$ cat src/rtl/id_stage.sv
// rtl/id_stage.sv - instruction decode stage with a single ID/EX pipeline register
//
// Decodes one fetched RV instruction per cycle and registers it, together with
// its register-file operands, into the ID/EX entry consumed by execute.
// Stalls on a load-use hazard against the held entry and on execute
// back-pressure. A flush from execute discards both the held entry and the
// incoming fetch word.
//
// Optional feature macro: ID_ILLEGAL_TRAP_EN adds ex_illegal_o. When the macro
// is not defined, undecoded opcodes become silent NOPs.
//
// Ports:
//   clk_i, rst_i                      clock, synchronous active-high reset
//   if_valid_i/if_instr_i/if_pc_i     fetch word and its PC
//   if_ready_o                        fetch word is accepted this cycle
//   rf_raddr1_o/rf_raddr2_o           rs1/rs2 fields, always taken from if_instr_i
//   rf_rdata1_i/rf_rdata2_i           register file read data (bypass included)
//   flush_i                           redirect from execute, wins all events
//   ex_ready_i                        execute takes the held entry
//   ex_*_o                            registered ID/EX entry
//
// ex_alu_op_o encoding: OP and OP-IMM use {funct7[5], funct3}, where OP-IMM only
// keeps funct7[5] for the shift-right group (funct3=101); LOAD/STORE use ADD
// (0000); BRANCH uses SUB (1000); LUI uses pass-immediate (1111).
module id_stage #(
   parameter int XLEN = 64
) (
   input  logic            clk_i,
   input  logic            rst_i,
   input  logic            if_valid_i,
   input  logic [31:0]     if_instr_i,
   input  logic [XLEN-1:0] if_pc_i,
   output logic            if_ready_o,
   output logic [4:0]      rf_raddr1_o,
   output logic [4:0]      rf_raddr2_o,
   input  logic [XLEN-1:0] rf_rdata1_i,
   input  logic [XLEN-1:0] rf_rdata2_i,
   input  logic            flush_i,
   input  logic            ex_ready_i,
   output logic            ex_valid_o,
   output logic [XLEN-1:0] ex_pc_o,
   output logic [XLEN-1:0] ex_rs1_o,
   output logic [XLEN-1:0] ex_rs2_o,
   output logic [XLEN-1:0] ex_imm_o,
   output logic [4:0]      ex_rd_o,
   output logic [3:0]      ex_alu_op_o,
   output logic            ex_wb_en_o,
   output logic            ex_mem_rd_o,
`ifdef ID_ILLEGAL_TRAP_EN
   output logic            ex_mem_wr_o,
   output logic            ex_illegal_o
`else
   output logic            ex_mem_wr_o
`endif
);

   localparam logic [6:0] OPC_LUI    = 7'b0110111;
   localparam logic [6:0] OPC_OP_IMM = 7'b0010011;
   localparam logic [6:0] OPC_OP     = 7'b0110011;
   localparam logic [6:0] OPC_LOAD   = 7'b0000011;
   localparam logic [6:0] OPC_STORE  = 7'b0100011;
   localparam logic [6:0] OPC_BRANCH = 7'b1100011;

   localparam logic [3:0] ALU_ADD  = 4'b0000;
   localparam logic [3:0] ALU_SUB  = 4'b1000;
   localparam logic [3:0] ALU_PASS = 4'b1111;

   // ------------------------------------------------------------------
   // Field extraction and immediates
   // ------------------------------------------------------------------
   logic [6:0]      opcode;
   logic [2:0]      funct3;
   logic [4:0]      rs1_idx;
   logic [4:0]      rs2_idx;
   logic [4:0]      rd_idx;
   logic [XLEN-1:0] imm_i;
   logic [XLEN-1:0] imm_s;
   logic [XLEN-1:0] imm_b;
   logic [XLEN-1:0] imm_u;

   assign opcode  = if_instr_i[6:0];
   assign funct3  = if_instr_i[14:12];
   assign rs1_idx = if_instr_i[19:15];
   assign rs2_idx = if_instr_i[24:20];
   assign rd_idx  = if_instr_i[11:7];

   assign imm_i = XLEN'($signed(if_instr_i[31:20]));
   assign imm_s = XLEN'($signed({if_instr_i[31:25], if_instr_i[11:7]}));
   assign imm_b = XLEN'($signed({if_instr_i[31], if_instr_i[7], if_instr_i[30:25],
                                 if_instr_i[11:8], 1'b0}));
   assign imm_u = XLEN'($signed({if_instr_i[31:12], 12'b0}));

   assign rf_raddr1_o = rs1_idx;
   assign rf_raddr2_o = rs2_idx;

   // ------------------------------------------------------------------
   // Decode
   // ------------------------------------------------------------------
   logic [XLEN-1:0] dec_imm;
   logic [3:0]      dec_alu_op;
   logic            dec_wb_en;
   logic            dec_mem_rd;
   logic            dec_mem_wr;
   logic            rs1_used;
   logic            rs2_used;

   always_comb begin
      dec_imm    = '0;
      dec_alu_op = ALU_ADD;
      dec_wb_en  = 1'b0;
      dec_mem_rd = 1'b0;
      dec_mem_wr = 1'b0;
      rs1_used   = 1'b0;
      rs2_used   = 1'b0;
      case (opcode)
         OPC_LUI: begin
            dec_imm    = imm_u;
            dec_alu_op = ALU_PASS;
            dec_wb_en  = 1'b1;
         end
         OPC_OP_IMM: begin
            dec_imm    = imm_i;
            dec_alu_op = {(funct3 == 3'b101) && if_instr_i[30], funct3};
            dec_wb_en  = 1'b1;
            rs1_used   = 1'b1;
         end
         OPC_OP: begin
            dec_alu_op = {if_instr_i[30], funct3};
            dec_wb_en  = 1'b1;
            rs1_used   = 1'b1;
            rs2_used   = 1'b1;
         end
         OPC_LOAD: begin
            dec_imm    = imm_i;
            dec_wb_en  = 1'b1;
            dec_mem_rd = 1'b1;
            rs1_used   = 1'b1;
         end
         OPC_STORE: begin
            dec_imm    = imm_s;
            dec_mem_wr = 1'b1;
            rs1_used   = 1'b1;
            rs2_used   = 1'b1;
         end
         OPC_BRANCH: begin
            dec_imm    = imm_b;
            dec_alu_op = ALU_SUB;
            rs1_used   = 1'b1;
            rs2_used   = 1'b1;
         end
         default: ;
      endcase
   end

`ifdef ID_ILLEGAL_TRAP_EN
   logic dec_illegal;
   assign dec_illegal = !(opcode inside {OPC_LUI, OPC_OP_IMM, OPC_OP,
                                         OPC_LOAD, OPC_STORE, OPC_BRANCH});
`endif

   // ------------------------------------------------------------------
   // ID/EX register and handshake
   // ------------------------------------------------------------------
   logic            ex_valid_q,  ex_valid_d;
   logic [XLEN-1:0] ex_pc_q,     ex_pc_d;
   logic [XLEN-1:0] ex_rs1_q,    ex_rs1_d;
   logic [XLEN-1:0] ex_rs2_q,    ex_rs2_d;
   logic [XLEN-1:0] ex_imm_q,    ex_imm_d;
   logic [4:0]      ex_rd_q,     ex_rd_d;
   logic [3:0]      ex_alu_op_q, ex_alu_op_d;
   logic            ex_wb_en_q,  ex_wb_en_d;
   logic            ex_mem_rd_q, ex_mem_rd_d;
   logic            ex_mem_wr_q, ex_mem_wr_d;
`ifdef ID_ILLEGAL_TRAP_EN
   logic            ex_illegal_q, ex_illegal_d;
`endif

   logic load_use;
   logic slot_free;
   logic capture;

   // The held entry is a load whose result is not yet available to a
   // consumer sitting in decode.
   assign load_use = ex_valid_q && ex_mem_rd_q && (ex_rd_q != 5'd0) &&
                     ((rs1_used && (rs1_idx == ex_rd_q)) ||
                      (rs2_used && (rs2_idx == ex_rd_q)));

   assign slot_free  = !ex_valid_q || ex_ready_i;
   assign if_ready_o = flush_i ? 1'b1 : (!load_use && slot_free);
   assign capture    = if_valid_i && if_ready_o && !flush_i;

   always_comb begin
      ex_valid_d  = ex_valid_q;
      ex_pc_d     = ex_pc_q;
      ex_rs1_d    = ex_rs1_q;
      ex_rs2_d    = ex_rs2_q;
      ex_imm_d    = ex_imm_q;
      ex_rd_d     = ex_rd_q;
      ex_alu_op_d = ex_alu_op_q;
      ex_wb_en_d  = ex_wb_en_q;
      ex_mem_rd_d = ex_mem_rd_q;
      ex_mem_wr_d = ex_mem_wr_q;
`ifdef ID_ILLEGAL_TRAP_EN
      ex_illegal_d = ex_illegal_q;
`endif
      if (flush_i) begin
         ex_valid_d = 1'b0;
      end else if (capture) begin
         ex_valid_d  = 1'b1;
         ex_pc_d     = if_pc_i;
         ex_rs1_d    = rf_rdata1_i;
         ex_rs2_d    = rf_rdata2_i;
         ex_imm_d    = dec_imm;
         ex_rd_d     = rd_idx;
         ex_alu_op_d = dec_alu_op;
         ex_wb_en_d  = dec_wb_en && (rd_idx != 5'd0);
         ex_mem_rd_d = dec_mem_rd;
         ex_mem_wr_d = dec_mem_wr;
`ifdef ID_ILLEGAL_TRAP_EN
         ex_illegal_d = dec_illegal;
`endif
      end else if (slot_free) begin
         // Execute drained the entry but nothing new enters: bubble.
         ex_valid_d = 1'b0;
      end
   end

   always_ff @(posedge clk_i) begin
      if (rst_i) begin
         ex_valid_q  <= 1'b0;
         ex_pc_q     <= '0;
         ex_rs1_q    <= '0;
         ex_rs2_q    <= '0;
         ex_imm_q    <= '0;
         ex_rd_q     <= '0;
         ex_alu_op_q <= '0;
         ex_wb_en_q  <= 1'b0;
         ex_mem_rd_q <= 1'b0;
         ex_mem_wr_q <= 1'b0;
`ifdef ID_ILLEGAL_TRAP_EN
         ex_illegal_q <= 1'b0;
`endif
      end else begin
         ex_valid_q  <= ex_valid_d;
         ex_pc_q     <= ex_pc_d;
         ex_rs1_q    <= ex_rs1_d;
         ex_rs2_q    <= ex_rs2_d;
         ex_imm_q    <= ex_imm_d;
         ex_rd_q     <= ex_rd_d;
         ex_alu_op_q <= ex_alu_op_d;
         ex_wb_en_q  <= ex_wb_en_d;
         ex_mem_rd_q <= ex_mem_rd_d;
         ex_mem_wr_q <= ex_mem_wr_d;
`ifdef ID_ILLEGAL_TRAP_EN
         ex_illegal_q <= ex_illegal_d;
`endif
      end
   end

   assign ex_valid_o  = ex_valid_q;
   assign ex_pc_o     = ex_pc_q;
   assign ex_rs1_o    = ex_rs1_q;
   assign ex_rs2_o    = ex_rs2_q;
   assign ex_imm_o    = ex_imm_q;
   assign ex_rd_o     = ex_rd_q;
   assign ex_alu_op_o = ex_alu_op_q;
   assign ex_wb_en_o  = ex_wb_en_q;
   assign ex_mem_rd_o = ex_mem_rd_q;
   assign ex_mem_wr_o = ex_mem_wr_q;
`ifdef ID_ILLEGAL_TRAP_EN
   assign ex_illegal_o = ex_illegal_q;
`endif

endmodule
$ cat config.mk
export PLATFORM = sky130hd
export DESIGN_NAME = id_stage
export DESIGN_NICKNAME = d
export VERILOG_FILES = /design/src/rtl/id_stage.sv
export SDC_FILE = /design/constraint.sdc
export NUM_CORES = 1
export LEC_CHECK = 0
export BUFFER_PORTS_ARGS = -buffer_cell sky130_fd_sc_hd__buf_2
export CAP_MARGIN = 20
export CORE_AREA = 2 2 200 202
export CTS_BUF_LIST = sky130_fd_sc_hd__clkbuf_8
export DETAILED_ROUTE_END_ITERATION = 8
export DIE_AREA = 0 0 202 204
export PLACE_DENSITY = 0.62
export SKIP_CTS_REPAIR_TIMING = 1
export SYNTH_ARGS = -nofsm -noshare
export SYNTH_HDL_FRONTEND = slang
export SYNTH_SLANG_ARGS = --single-unit
$ cat constraint.sdc
create_clock -name clk_i -period 1.85 [get_ports clk_i]
set_input_delay 0.2775 -clock clk_i [delete_from_list [all_inputs] [get_ports clk_i]]
set_output_delay 0.2775 -clock clk_i [all_outputs]
set_load 0.02 [all_outputs]
Yosys cells after proc, flatten, opt, wreduce, memory -nomap -nowiden
Index checks and enable logic that the tools add are counted.
{"block": "totals", "ff_bits": 269, "input_bits": 229, "output_inout_bits": 280, "wordCells": 54}
{"block": "classes", "n_eq_ne": 9, "n_mux": 10, "bitwise": 1, "reduce_logical": 24}
{"operator": "64-bit one-hot mux with 4 select lines", "count": 1}
{"operator": "7-bit by 6-bit == test with 1-bit output, second input constant", "count": 3}
{"operator": "4-bit one-hot mux with 4 select lines", "count": 1}
{"operator": "5-bit == test", "count": 2}
{"operator": "1-bit logical AND", "count": 10}
{"operator": "5-bit nonzero test", "count": 2}
{"operator": "1-bit two-way mux", "count": 8}
{"operator": "7-bit by 2-bit == test with 1-bit output, second input constant", "count": 1}
{"operator": "7-bit by 5-bit == test with 1-bit output, second input constant", "count": 1}
{"operator": "7-bit == test, second input constant", "count": 1}
{"operator": "5-bit OR reduction", "count": 1}
{"operator": "2-bit OR reduction", "count": 2}
{"operator": "4-bit OR reduction", "count": 1}
{"operator": "3-bit == test, second input constant", "count": 1}
{"operator": "1-bit zero test", "count": 3}
{"operator": "3-bit OR reduction", "count": 1}
{"operator": "1-bit logical OR", "count": 2}
{"operator": "2-bit AND reduction", "count": 1}
{"operator": "2-bit nonzero test", "count": 1}
{"operator": "1-bit NOT", "count": 1}

Depth between registers and ports, before layout
{"block": "depth", "ltp_word": 12, "mapped_depth": 9, "mapped_depth_nobuf": 5}

Worst setup path before layout
No wires, ideal clock.
{"block": "synth_path", "path_type": "reg2reg", "start": "register ex_rd_q[1], in the netlist ex_rd_o[1]", "end": "register ex_imm_q[62], in the netlist ex_imm_o[62]", "setup_time_ns": 0.121, "arrival_time_ns": 1.935, "required_ns": 1.729, "setup_slack_ns": -0.206, "stages_incl_launch_ff": 8, "n_path_buf": 2, "synth_period_minus_slack_ns": 2.056, "cell_sequence": "dfxtp_1 xor2_1 nor4_1 a2bb2oi_1 o211ai_1 buf_2 buf_6 mux2_4"}
{"block": "synth_via", "elab_chain_cells": 10, "elab_cells_between_ends": 14, "classes_between": "eq/ne: 2; mux: 1; reduce/logical: 11"}
{"item": "from (decl)", "line": "169", "rtl": "logic [4:0] ex_rd_q, ex_rd_d;"}
{"item": "from (signal assigned)", "line": "249", "rtl": "ex_rd_q <= ex_rd_d;"}
{"item": "5-bit == test, on equally long branches", "line": "185, 186"}
{"item": "1-bit logical AND, on equally long branches", "line": "185, 186"}
{"item": "1-bit logical OR", "line": "185", "rtl": "((rs1_used && (rs1_idx == ex_rd_q)) ||"}
{"item": "1-bit logical AND *", "line": "184", "rtl": "assign load_use = ex_valid_q && ex_mem_rd_q && (ex_rd_q != 5'd0) &&"}
{"item": "1-bit zero test *", "line": "189", "rtl": "assign if_ready_o = flush_i ? 1'b1 : (!load_use && slot_free);"}
{"item": "1-bit logical AND *", "line": "189"}
{"item": "1-bit two-way mux *", "line": "189"}
{"item": "1-bit logical AND * (2 in series)", "line": "190", "rtl": "assign capture = if_valid_i && if_ready_o && !flush_i;"}
{"item": "2-bit AND reduction (no line) *"}
{"item": "to (signal assigned)", "line": "248", "rtl": "ex_imm_q <= ex_imm_d;"}
{"item": "to (decl)", "line": "168", "rtl": "logic [XLEN-1:0] ex_imm_q, ex_imm_d;"}
Mark *: on every way between the ends. The rest lies on a longest branch, timed or not.
A chain may end at the register's enable or synchronous reset.

Worst setup path after layout
{"block": "layout_path", "start": "register ex_rd_q[3], in the netlist ex_rd_o[3]", "end": "register ex_pc_q[36], in the netlist ex_pc_o[36]"}
{"block": "layout_via", "elab_chain_cells": 10, "elab_cells_between_ends": 14, "classes_between": "eq/ne: 2; mux: 1; reduce/logical: 11"}
{"item": "5-bit == test, on equally long branches", "line": "185, 186"}
{"item": "1-bit logical AND, on equally long branches", "line": "185, 186"}
{"item": "1-bit logical OR", "line": "185"}
{"item": "1-bit logical AND *", "line": "184"}
{"item": "1-bit zero test *", "line": "189"}
{"item": "1-bit logical AND *", "line": "189"}
{"item": "1-bit two-way mux *", "line": "189"}
{"item": "1-bit logical AND * (2 in series)", "line": "190"}
{"item": "2-bit AND reduction (no line) *"}
{"item": "to (signal assigned)", "line": "245", "rtl": "ex_pc_q <= ex_pc_d;"}
{"item": "to (decl)", "line": "165", "rtl": "logic [XLEN-1:0] ex_pc_q, ex_pc_d;"}
Marks and branches as above.

==> flow_metrics.env <==
export IMPL_pin_count_of_the_biggest_net_entering_global_routing=86
export IMPL_setup_violations_final=237
export IMPL_grt_antenna_before_repair=1
export IMPL_final_min_period_over_clock_period_pct=124
export IMPL_num_fill_cells=3642
export IMPL_final_common_cell="sky130_fd_sc_hd__buf_2"
export IMPL_cts_buffers=44
export IMPL_netlist_area_um2=11300
export IMPL_outcome="complete, but fails checks"
export IMPL_wire_per_inst_um=15.7
export IMPL_worst_path_max_fanout=5
export IMPL_nets_finish=2108
export IMPL_cpMaxStageDelayCell="sky130_fd_sc_hd__or4_4"
export IMPL_place_inst=2129
export IMPL_async_reset_ff_share_pct=0
export IMPL_fin_ws_ns=-0.447
export IMPL_timing_final_max_slew_violations=0
export IMPL_drc=0
export IMPL_cts_root_buf="sky130_fd_sc_hd__clkbuf_8"
export IMPL_detail_route_antenna_nets=0
export IMPL_drive_above_1_share_pct=36.6
export IMPL_clockBufferDepth=3
export IMPL_p_leak_nw=8.41
export IMPL_cts_sink_count=237
export IMPL_power_ir_vdd_worst_mv=0.486
export IMPL_floorplan_initialDensity_pct=28.9
export IMPL_rel_slew_slack_pct=72.3
export IMPL_global_route_usage_total_pct=15.5
export IMPL_antennaDiodeCount=0
export IMPL_clock_skew_ns=0.0175
export IMPL_ys_ff_latch=237
export IMPL_tightestPinTransition_ns=0.415
export IMPL_final_period_minus_worst_setup_slack_ns=2.30
export IMPL_critical_path_startpoint_type="register"
export IMPL_failing_checks="setup timing"
export IMPL_p_total_mw=12.8
export IMPL_die_area_um2=41200
export IMPL_layout_cells_most_common_list="sky130_fd_sc_hd__buf_2, sky130_fd_sc_hd__nand2b_1, sky130_fd_sc_hd__dfxtp_1, sky130_fd_sc_hd__mux2i_1, sky130_fd_sc_hd__dlygate4sd3_1"
export IMPL_die_width_um=202
export IMPL_numPortBuffers=508
export IMPL_final_hold_vio_count=0
export IMPL_avgViaCountPerCell=4.31
export IMPL_worstHoldPathType="in -> reg"
export IMPL_cts_clk_slew_worst_paths_ns=0.06
export IMPL_cts_max_level=2
export IMPL_dominantRegCellSynth="sky130_fd_sc_hd__dfxtp_1"
export IMPL_area_growth_syn_to_layout_pct=59.6
export IMPL_final_cell_count_no_fill=2433
export IMPL_setup_worst_path_end_class="register"
export IMPL_synth_warnings=0
export IMPL_die_boundary_height_um=204
export IMPL_cp_data_required_time_ns=2.35
export IMPL_pin_count=509
export IMPL_routabilityCongestion=0.816
export IMPL_insertion_delay_ns=0.59
export IMPL_max_freq_mhz=435
export IMPL_vias_in_the_first_global_route=9404
export IMPL_vias=10489
export IMPL_rsz0062_at_grt="true"
export IMPL_wire_length_of_the_first_global_routing_pass_mm=51.1
export IMPL_synth_seq_area_share_pct=41.9
export IMPL_overflow=0
export IMPL_cts_tree="yes"
export IMPL_synth_edf_count=0
export IMPL_violation_count_after_the_first_detailed_route_iteration=430
export IMPL_synth_net_count=1377
export IMPL_synth_area_per_cell_um2=9.86
export IMPL_synth_lib_cells_used_distinct=45
export IMPL_power_density_nw_per_um2=709
export IMPL_coreArea_um2=39200
export IMPL_post_place_ws_ns=-0.345
export IMPL_cpPeakStageDelay_ns=0.55
export IMPL_crit_path_cell_trace="or4_4 > o2111ai_4 > buf_4 > o211a_4 > buf_12 > buf_12 > clkbuf_16 > buf_4 > mux2i_1"
export IMPL_place_hpwl_mm=25.5
export IMPL_criticalPathCategory="reg -> reg"
export IMPL_max_cap_viol_count=0
export IMPL_number_of_placement_rows=73
export IMPL_arrival_time_of_the_worst_setup_path_ns=2.80
export IMPL_drt_pass1_iter_count=5
export IMPL_netlist_instances=1148
export IMPL_routed_wirelength_mm=38.2
-- area by class of cell --
class,instances,area (um2),area share [%]
repair buffers,810,5970,33.0
multi-input cells,784,5830,32.3
flip-flops and latches,237,4750,26.3
clock buffers,55,757,4.19
well taps,525,657,3.64
clock inverters,20,93.8,0.519
inverters,2,7.51,0.0416
-- registers in the layout, indices dropped and copies added (netlist names) --
| register | count |
|---|---|
| ex_rd_o | 5 |
| ex_rs1_o | 64 |
| ex_mem_rd_o | 1 |
| ex_alu_op_o | 4 |
| ex_mem_wr_o | 1 |
| ex_pc_o | 64 |
| ex_valid_o | 1 |
| ex_rs2_o | 64 |
| ex_imm_o | 32 |
| ex_wb_en_o | 1 |
-- layer usage --
metal	GRT usage, %	up-vias	share of wire (%)
met4	5.67	2	3.0
met1	18.5	4863	41
li1	-	5164	-
met2	26.0	369	49
met5	0	-	0.031
met3	4.94	91	6.5
-- stage by stage --
step	hold slack (ns)	cell area, um2	TNS [ns]	util, %
2_1_floorplan	0.356	11400	-17.13	-
3_3_place_gp	0.455	14500	-40.35	37.1
3_5_place_dp	0.458	14500	-44.38	37.1
4_1_cts	-0.168	15400	-45.68	39.3
5_1_grt	0.00613	18100	-94.19	46.1
6_report	0.0372	18100	-80.31	46.1
-- power by group --
group	total (mW)	leakage (nW)	switching (mW)	internal (mW)
combinational	2.41	5.99	1.13	1.28
clock	4.93	0.478	2.27	2.66
sequential	5.46	1.94	0.125	5.34
total	12.8	8.41	3.52	9.28
-- cells in the mapped netlist (2+ instances only) --
library cell               count  area (um2)
sky130_fd_sc_hd__mux2_2       10         113
sky130_fd_sc_hd__a22oi_1       4        30.0
sky130_fd_sc_hd__buf_6        15         169
sky130_fd_sc_hd__buf_4        49         368
sky130_fd_sc_hd__xnor2_1       5        43.8
sky130_fd_sc_hd__inv_1         2        7.51
sky130_fd_sc_hd__buf_2         4        20.0
sky130_fd_sc_hd__nand3b_1      6        45.0
sky130_fd_sc_hd__nor2_1       35         131
sky130_fd_sc_hd__nand2_1       4        15.0
sky130_fd_sc_hd__nand2b_1    406        2540
sky130_fd_sc_hd__mux2_1       19         214
sky130_fd_sc_hd__nor2b_1      31         194
sky130_fd_sc_hd__a21oi_1      25         125
sky130_fd_sc_hd__nor3_1        2        10.0
sky130_fd_sc_hd__clkbuf_1     55         206
sky130_fd_sc_hd__dfxtp_1     237        4740
sky130_fd_sc_hd__mux2i_1     206        2060
sky130_fd_sc_hd__o21ai_0       3        15.0
sky130_fd_sc_hd__xor2_1        5        43.8
-- final timing paths --
check                                     from     endpoint  slack, ns  cells past startpoint
worst max register to register      ex_rd_o[3]  ex_pc_o[36]      -0.45                      9
worst min-delay path            if_instr_i[29]  ex_imm_o[9]       0.04                      3
worst min register to register      ex_pc_o[2]   ex_pc_o[2]       0.47                      2
worst max-delay path                ex_rd_o[3]  ex_pc_o[36]      -0.45                      9
-- cell families after synthesis --
kind of cell,Yosys count,share of synthesized area (%)
DFF,237,41.9
xor gates and xnor gates,10,0.774
muxes,236,21.2
AOI/OAI and AO/OA,43,2.39
and+or+nand+nor,495,26.7
buffers and inverters,127,6.98
-- worst max-delay path, delay by kind of cell (launching register included) --
family	cells	cell delay, ns
AO/OA/AOI/OAI	2	0.43
multiplexers	1	0.20
buffers and inverters	5	0.69
AND/OR/NAND/NOR	1	0.55
flip-flops	1	0.34
Note: power is estimated with default switching activity, not from simulation.
